===== config.mk =====
export PLATFORM = sky130hd
export DESIGN_NAME = seg_scan_display
export DESIGN_NICKNAME = d
export VERILOG_FILES = /design/src/rtl/seg_scan_display.sv
export SDC_FILE = /design/constraint.sdc
export NUM_CORES = 1
export LEC_CHECK = 0
export CORE_MARGIN = 1.5
export CORE_UTILIZATION = 30
export DETAILED_ROUTE_END_ITERATION = 10
export DONT_BUFFER_PORTS = 1
export PLACE_DENSITY = 0.47
export SETUP_SLACK_MARGIN = 0.02
export SYNTH_ARGS = -nofsm -noshare
export SYNTH_HDL_FRONTEND = slang
export SYNTH_SLANG_ARGS = --single-unit

===== constraint.sdc =====
create_clock -name clk -period 2.1 [get_ports clk]
set_clock_uncertainty 0.05 [all_clocks]
set_input_delay 0.42 -clock clk [delete_from_list [all_inputs] [get_ports clk]]
set_output_delay 0.42 -clock clk [all_outputs]
set_load 0.1 [all_outputs]

===== src/rtl/seg_scan_display.sv =====
// Multiplexed 7-segment controller: snapshots NUM_FIELDS values, converts each to BCD
// (VAL_W+1 clks per field), commits atomically, scans digits; loads while busy are dropped.
module seg_scan_display #(
  parameter int NUM_FIELDS = 4,
  parameter int VAL_W      = 7,
  parameter int SCAN_DIV   = 100000,
  parameter int BLANK_LZ   = 1
) (
  input  logic                        clk,
  input  logic                        rst,
  input  logic [NUM_FIELDS*VAL_W-1:0] values,
  input  logic                        load,
  input  logic [NUM_FIELDS-1:0]       field_en,
  input  logic                        seg_en,
  output logic                        busy,
  output logic                        done,
  output logic [2*NUM_FIELDS-1:0]     DIG,
  output logic [7:0]                  SEG
);

  localparam int DIGITS = 2 * NUM_FIELDS;
  localparam int SLOT_W = $clog2(DIGITS);
  localparam int PRE_W  = $clog2(SCAN_DIV);
  localparam int FI_W   = (NUM_FIELDS > 1) ? $clog2(NUM_FIELDS) : 1;
  localparam int CNT_W  = $clog2(VAL_W);

  typedef enum logic [1:0] {S_IDLE, S_CONV, S_WRITE} state_e;

  state_e                           state_q, state_d;
  logic [NUM_FIELDS-1:0][VAL_W-1:0] snap_q;
  logic [FI_W-1:0]                  idx_q;
  logic [CNT_W-1:0]                 cnt_q;
  logic [VAL_W-1:0]                 sh_q;
  logic [7:0]                       bcd_q, bcd_nx;
  logic [3:0]                       adj_t, adj_u;
  logic                             last_field, conv_end, ovr_now, done_q;

  logic [NUM_FIELDS-1:0][3:0]       sh_tens_q, sh_tens_d, sh_units_q, sh_units_d;
  logic [NUM_FIELDS-1:0]            sh_ovr_q, sh_ovr_d;
  logic [NUM_FIELDS-1:0][3:0]       disp_tens_q, disp_units_q;
  logic [NUM_FIELDS-1:0]            disp_ovr_q;

  logic [PRE_W-1:0]                 presc_q;
  logic [SLOT_W-1:0]                slot_q;
  logic [FI_W-1:0]                  fsel;
  logic [3:0]                       digit;
  logic [DIGITS-1:0]                dig_q, dig_d;
  logic [7:0]                       seg_q, seg_d;

  function automatic logic [7:0] seg_code(input logic [3:0] d);
    case (d)
      4'd0:    return 8'h3F;
      4'd1:    return 8'h06;
      4'd2:    return 8'h5B;
      4'd3:    return 8'h4F;
      4'd4:    return 8'h66;
      4'd5:    return 8'h6D;
      4'd6:    return 8'h7D;
      4'd7:    return 8'h27;
      4'd8:    return 8'h7F;
      4'd9:    return 8'h67;
      default: return 8'h00;
    endcase
  endfunction

  assign last_field = (idx_q == FI_W'(NUM_FIELDS - 1));
  assign conv_end   = (cnt_q == CNT_W'(VAL_W - 1));
  assign ovr_now    = (32'(snap_q[idx_q]) > 32'd99);

  always_comb begin
    state_d = state_q;
    case (state_q)
      S_IDLE:  if (load) state_d = S_CONV;
      S_CONV:  if (conv_end) state_d = S_WRITE;
      S_WRITE: state_d = last_field ? S_IDLE : S_CONV;
      default: state_d = S_IDLE;
    endcase
  end

  // One double-dabble step: add 3 to any nibble >= 5, then shift in the next MSB.
  // Tens overflow is irrelevant because values above 99 are flagged separately.
  always_comb begin
    adj_t  = (bcd_q[7:4] >= 4'd5) ? bcd_q[7:4] + 4'd3 : bcd_q[7:4];
    adj_u  = (bcd_q[3:0] >= 4'd5) ? bcd_q[3:0] + 4'd3 : bcd_q[3:0];
    bcd_nx = 8'({adj_t, adj_u, sh_q[VAL_W-1]});
  end

  always_comb begin
    sh_tens_d  = sh_tens_q;
    sh_units_d = sh_units_q;
    sh_ovr_d   = sh_ovr_q;
    if (state_q == S_WRITE) begin
      sh_ovr_d[idx_q] = ovr_now;
      if (!ovr_now) begin
        sh_tens_d[idx_q]  = bcd_q[7:4];
        sh_units_d[idx_q] = bcd_q[3:0];
      end
    end
  end

  always_ff @(posedge clk or negedge rst) begin
    if (!rst) begin
      state_q      <= S_IDLE;
      snap_q       <= '0;
      idx_q        <= '0;
      cnt_q        <= '0;
      sh_q         <= '0;
      bcd_q        <= '0;
      done_q       <= 1'b0;
      sh_tens_q    <= '0;
      sh_units_q   <= '0;
      sh_ovr_q     <= '0;
      disp_tens_q  <= '0;
      disp_units_q <= '0;
      disp_ovr_q   <= '0;
    end else begin
      state_q    <= state_d;
      done_q     <= 1'b0;
      sh_tens_q  <= sh_tens_d;
      sh_units_q <= sh_units_d;
      sh_ovr_q   <= sh_ovr_d;
      case (state_q)
        S_IDLE: begin
          if (load) begin
            snap_q <= values;
            idx_q  <= '0;
            sh_q   <= values[VAL_W-1:0];
            bcd_q  <= '0;
            cnt_q  <= '0;
          end
        end
        S_CONV: begin
          cnt_q <= cnt_q + 1'b1;
          bcd_q <= bcd_nx;
          sh_q  <= sh_q << 1;
        end
        S_WRITE: begin
          if (last_field) begin
            // Commit takes the merged shadow so the last field lands with the rest.
            disp_tens_q  <= sh_tens_d;
            disp_units_q <= sh_units_d;
            disp_ovr_q   <= sh_ovr_d;
            done_q       <= 1'b1;
          end else begin
            idx_q <= idx_q + 1'b1;
            sh_q  <= snap_q[idx_q + 1'b1];
            bcd_q <= '0;
            cnt_q <= '0;
          end
        end
        default: ;
      endcase
    end
  end

  always_comb begin
    fsel  = FI_W'(slot_q >> 1);
    digit = slot_q[0] ? disp_units_q[fsel] : disp_tens_q[fsel];
    dig_d = '0;
    seg_d = '0;
    if (seg_en && field_en[fsel]) begin
      dig_d = DIGITS'(1) << slot_q;
      if (disp_ovr_q[fsel])
        seg_d = 8'h40;
      else if (!slot_q[0] && (BLANK_LZ != 0) && (digit == 4'd0))
        seg_d = 8'h00;
      else
        seg_d = seg_code(digit);
    end
  end

  always_ff @(posedge clk or negedge rst) begin
    if (!rst) begin
      presc_q <= '0;
      slot_q  <= '0;
      dig_q   <= '0;
      seg_q   <= '0;
    end else begin
      if (presc_q == PRE_W'(SCAN_DIV - 1)) begin
        presc_q <= '0;
        slot_q  <= (slot_q == SLOT_W'(DIGITS - 1)) ? '0 : slot_q + 1'b1;
      end else begin
        presc_q <= presc_q + 1'b1;
      end
      dig_q <= dig_d;
      seg_q <= seg_d;
    end
  end

  assign busy = (state_q != S_IDLE);
  assign done = done_q;
  assign DIG  = dig_q;
  assign SEG  = seg_q;

endmodule


==> key figures <==
Logic synthesis
  • Synth area leaders: dfrtp_1 (53%), mux2_2 (12%), ha_1 (4.5%)
  • #FFs+latches synth: 157
  • Sequential share of the synthesized area: 0.528
  • Post-synth cell types: 49
  • Cell taking the most area after synthesis: dfrtp_1
  • Post-synth EDFFs: 0
  • Most common flop cell mapped by yosys: dfrtp_1
  • Syn_area_per_cell: 12.6 µm²
  • FFs w/ async S/R, synth: 1.00
  • Synth top area share: 0.528
  • Syn Std Cell Area: 7440 µm²
  • Ys Warns: 0
  • Syn_nets: 653
  • Syn Inst Count: 590

Clock network
  • Clock Path Buffers: 2
  • CTS root buf: clkbuf_16
  • CTS buffer count: 17
  • H-tree depth: 4
  • Reg clk slew, reported paths: 0.07 ns
  • CTS tree: built
  • Clk_lat worst skew: 0.44 ns
  • Clock Sink Count: 157

Placement
  • RePlAce Congestion: 0.758
  • Port bufs: 0
  • Placed cells: 957
  • Dpl hpwl: 10.4 mm

Outcome
  • Violated checks: negative hold slack
  • Status: finished, violations left

Global route
  • Total gr overflow: 0
  • Vias in the first global route: 4991
  • Pin count of the biggest net entering global routing: 158
  • Initial antenna violation count: 0
  • GRT Resource Usage Total: 0.126
  • First-pass GRT wire length: 25.9 mm

Floorplan
  • Die area: 25700 µm²
  • Die Y: 160 µm
  • IO Count: 54
  • Chip width: 160 µm
  • Core area: 24300 µm²
  • Initial core utilization: 0.306
  • Placement row count: 57

Layout
  • Final Core Density: 0.382
  • FILL cells: 2344
  • Final instance count without filler cells: 1000
  • Antenna diode count: 0
  • Register area: 3930 µm²
  • Area occupied by multi-input gates: 3550 µm²
  • Area added between synthesis and finish: 25.0%
  • Share of cells above drive strength 1: 0.374
  • Nets@finish: 726

Setup path
  • Startpoint Class: register
  • Most frequent CP cell: mux2_4
  • Crit path kind: register to register
  • Critical path capture point type: register
  • CP Data Arrival Time: 2.31 ns
  • Worst-path cell chain: nor3_2, o32a_1, a22oi_2, buf_12, mux2_4, mux2_4
  • Crit path max fanout: 8
  • Crit-path slowest cell: o32a_1
  • Crit path largest cell delay: 0.42 ns
  • Critical Path RT: 2.36 ns

STA
  • Min Clock Period, post-route: 2.05 ns
  • WHS: -0.355 ns
  • Hold Fails Final Rpt: 157
  • Unrepaired setup endpoints after global routing: true
  • Final Cycle Share: 0.978
  • Worst Tran Pin Value: 0.488 ns
  • Final setup vio count: 0
  • Slew headroom: 0.672
  • Final Max Tran Viols: 0
  • Highest clock rate: 487 MHz

Power
  • Comb power frac: 0.241
  • Max VDD drop: 648 µV
  • Sequential share of power: 0.413
  • Switching share of total power: 0.297
  • Power density over cell area: 1010 nW/µm²
  • Clk pwr share: 0.346
  • Internal: 6570 µW
  • Leakage Power: 0.00435 µW
  • Switching power: 2770 µW
  • Design Power: 9350 µW

Detailed routing
  • Avg WL per Cell: 15.5 µm
  • DR pass1 iterations: 4
  • Routed via count: 4684
  • Post-Route WL: 15.5 mm
  • Residual DRC: 0
  • Vias per inst: 4.68
  • 1st-iter DRT viols: 213
  • DRT antenna net count: 0

Min path
  • Worst hold path class: input pin to async pin

Job
  • Max-Cap Viols: 0
[layout make-up]
| cell class | count | share of cell area |
|---|---|---|
| multi-input combinational | 388 | 0.382 |
| inverter | 19 | 0.00862 |
| timing repair buffer | 80 | 0.0774 |
| clock inverter | 15 | 0.0198 |
| sequential | 157 | 0.423 |
| clock buffer | 17 | 0.0458 |
| tap | 324 | 0.0436 |
[final timing paths]
check                                           start                          to  slack, ns  depth (start not counted)
worst min register to register   presc_q[0]$_DFF_PN0_        presc_q[0]$_DFF_PN0_       0.44                          1
min in group clk                           values[23]      snap_q[23]$_DFFE_PN0P_       0.08                          1
worst max register to register  snap_q[4]$_DFFE_PN0P_  disp_tens_q[0]$_DFFE_PN0P_       0.05                          6
worst min-delay path                              rst            DIG[3]$_DFF_PN0_      -0.36                          0
worst max-delay path            snap_q[4]$_DFFE_PN0P_  disp_tens_q[0]$_DFFE_PN0P_       0.05                          6
max in group asynchronous                         rst        idx_q[0]$_DFFE_PN0P_       2.14                          0
[through the flow]
step	TNS, ns	cell area [µm²]	worst slack, ns
3_3_place_gp	-0.916	8360	-0.0862
6_report	0	9290	0.0463
5_1_grt	-0.613	9290	-0.0458
3_5_place_dp	-1.33	8360	-0.0687
4_1_cts	0	9040	0.0207
2_1_floorplan	-0.000497	7520	-0.000124
[power groups by stage]
stage / combinational [µW] / clock (µW) / sequential [µW]
6_report: 2260 / 3230 / 3860
5_1_grt: 2500 / 3440 / 3930
4_1_cts: 2220 / 3320 / 3850
3_5_place_dp: 2150 / 0 / 3900
3_3_place_gp: 2080 / 0 / 3880
2_1_floorplan: 1500 / 0 / 3760
[cell families after synthesis]
logic type,count (synthesis),synth area share
adders and majority gates,27,0.0454
and+or+nand+nor,140,0.0875
other,1,0.000504
muxes,124,0.227
buffers and inverters,45,0.0279
xor gates and xnor gates,18,0.0212
AOI/OAI and AO/OA,78,0.0624
DFF,157,0.528
[cell usage in the layout (no fill, tap or decap), drive strengths merged, types with 18 or more instances in the layout]
| master | Yosys | layout |
|---|---|---|
| mux2 | 93 | 93 |
| ha | 27 | 27 |
| a21oi | 27 | 27 |
| nand2 | 52 | 52 |
| inv | 17 | 22 |
| dfrtp | 157 | 157 |
| nor2 | 36 | 36 |
| buf | 8 | 79 |
| o21ai | 28 | 28 |
| clkbuf | 18 | 18 |
[registers in the layout, summed over array words and instances (netlist names)]
name / flops
DIG: 8
SEG: 7
bcd_q: 8
cnt_q: 3
disp_ovr_q: 4
disp_tens_q: 16
disp_units_q: 16
done: 1
idx_q: 2
presc_q: 17
sh_ovr_q: 3
sh_q: 7
sh_tens_q: 16
sh_units_q: 16
slot_q: 3
snap_q: 28
state_q: 2
[synth_stat cells (2+ instances only)]
master / instances
mux2i_1: 12
xor2_1: 8
buf_4: 2
ha_1: 27
nand3_2: 2
a21oi_1: 27
a22o_1: 7
dfrtp_1: 157
mux2_4: 16
mux4_1: 8
mux4_2: 9
clkinv_1: 2
nand3b_1: 2
nand2b_1: 4
a21o_1: 2
mux2_2: 77
mux2i_4: 2
a31oi_1: 4
nor3_1: 7
o22ai_1: 3
buf_6: 4
inv_1: 17
nor2_1: 36
nor2b_1: 6
and3_1: 7
xnor2_1: 10
nor4_1: 2
nand2_1: 51
nand3_1: 12
o21ai_0: 28
clkbuf_1: 18
nand4_1: 3
a22oi_2: 2
[critical path: cells and delay by family (launching register included)]
family          cells  cell delay, ns
compound gates      2            0.68
simple gates        1            0.05
flops               1            0.38
buf+inv             1            0.18
mux                 2            0.57
[layer usage]
metal / vias up / wire [µm] / global-route usage / share of wire
met2: 78 / 7330 / 0.202 / 0.47
met3: 12 / 710 / 0.0405 / 0.046
li1: 2231 / - / - / -
met1: 2363 / 7300 / 0.163 / 0.47
met5: - / 0 / 0 / 0
met4: 0 / 189 / 0.0395 / 0.012
[what timing repair did]
item / in CTS / in global routing
gates resized for setup: 11 / 52
setup buffers: 4 / 7
setup endpoints to repair: 39 / 52
pin swaps: 5 / 9
gates cloned: 0 / 1
endpoints found under the hold margin: 157 / 157
(Power assumes the default switching activity.)
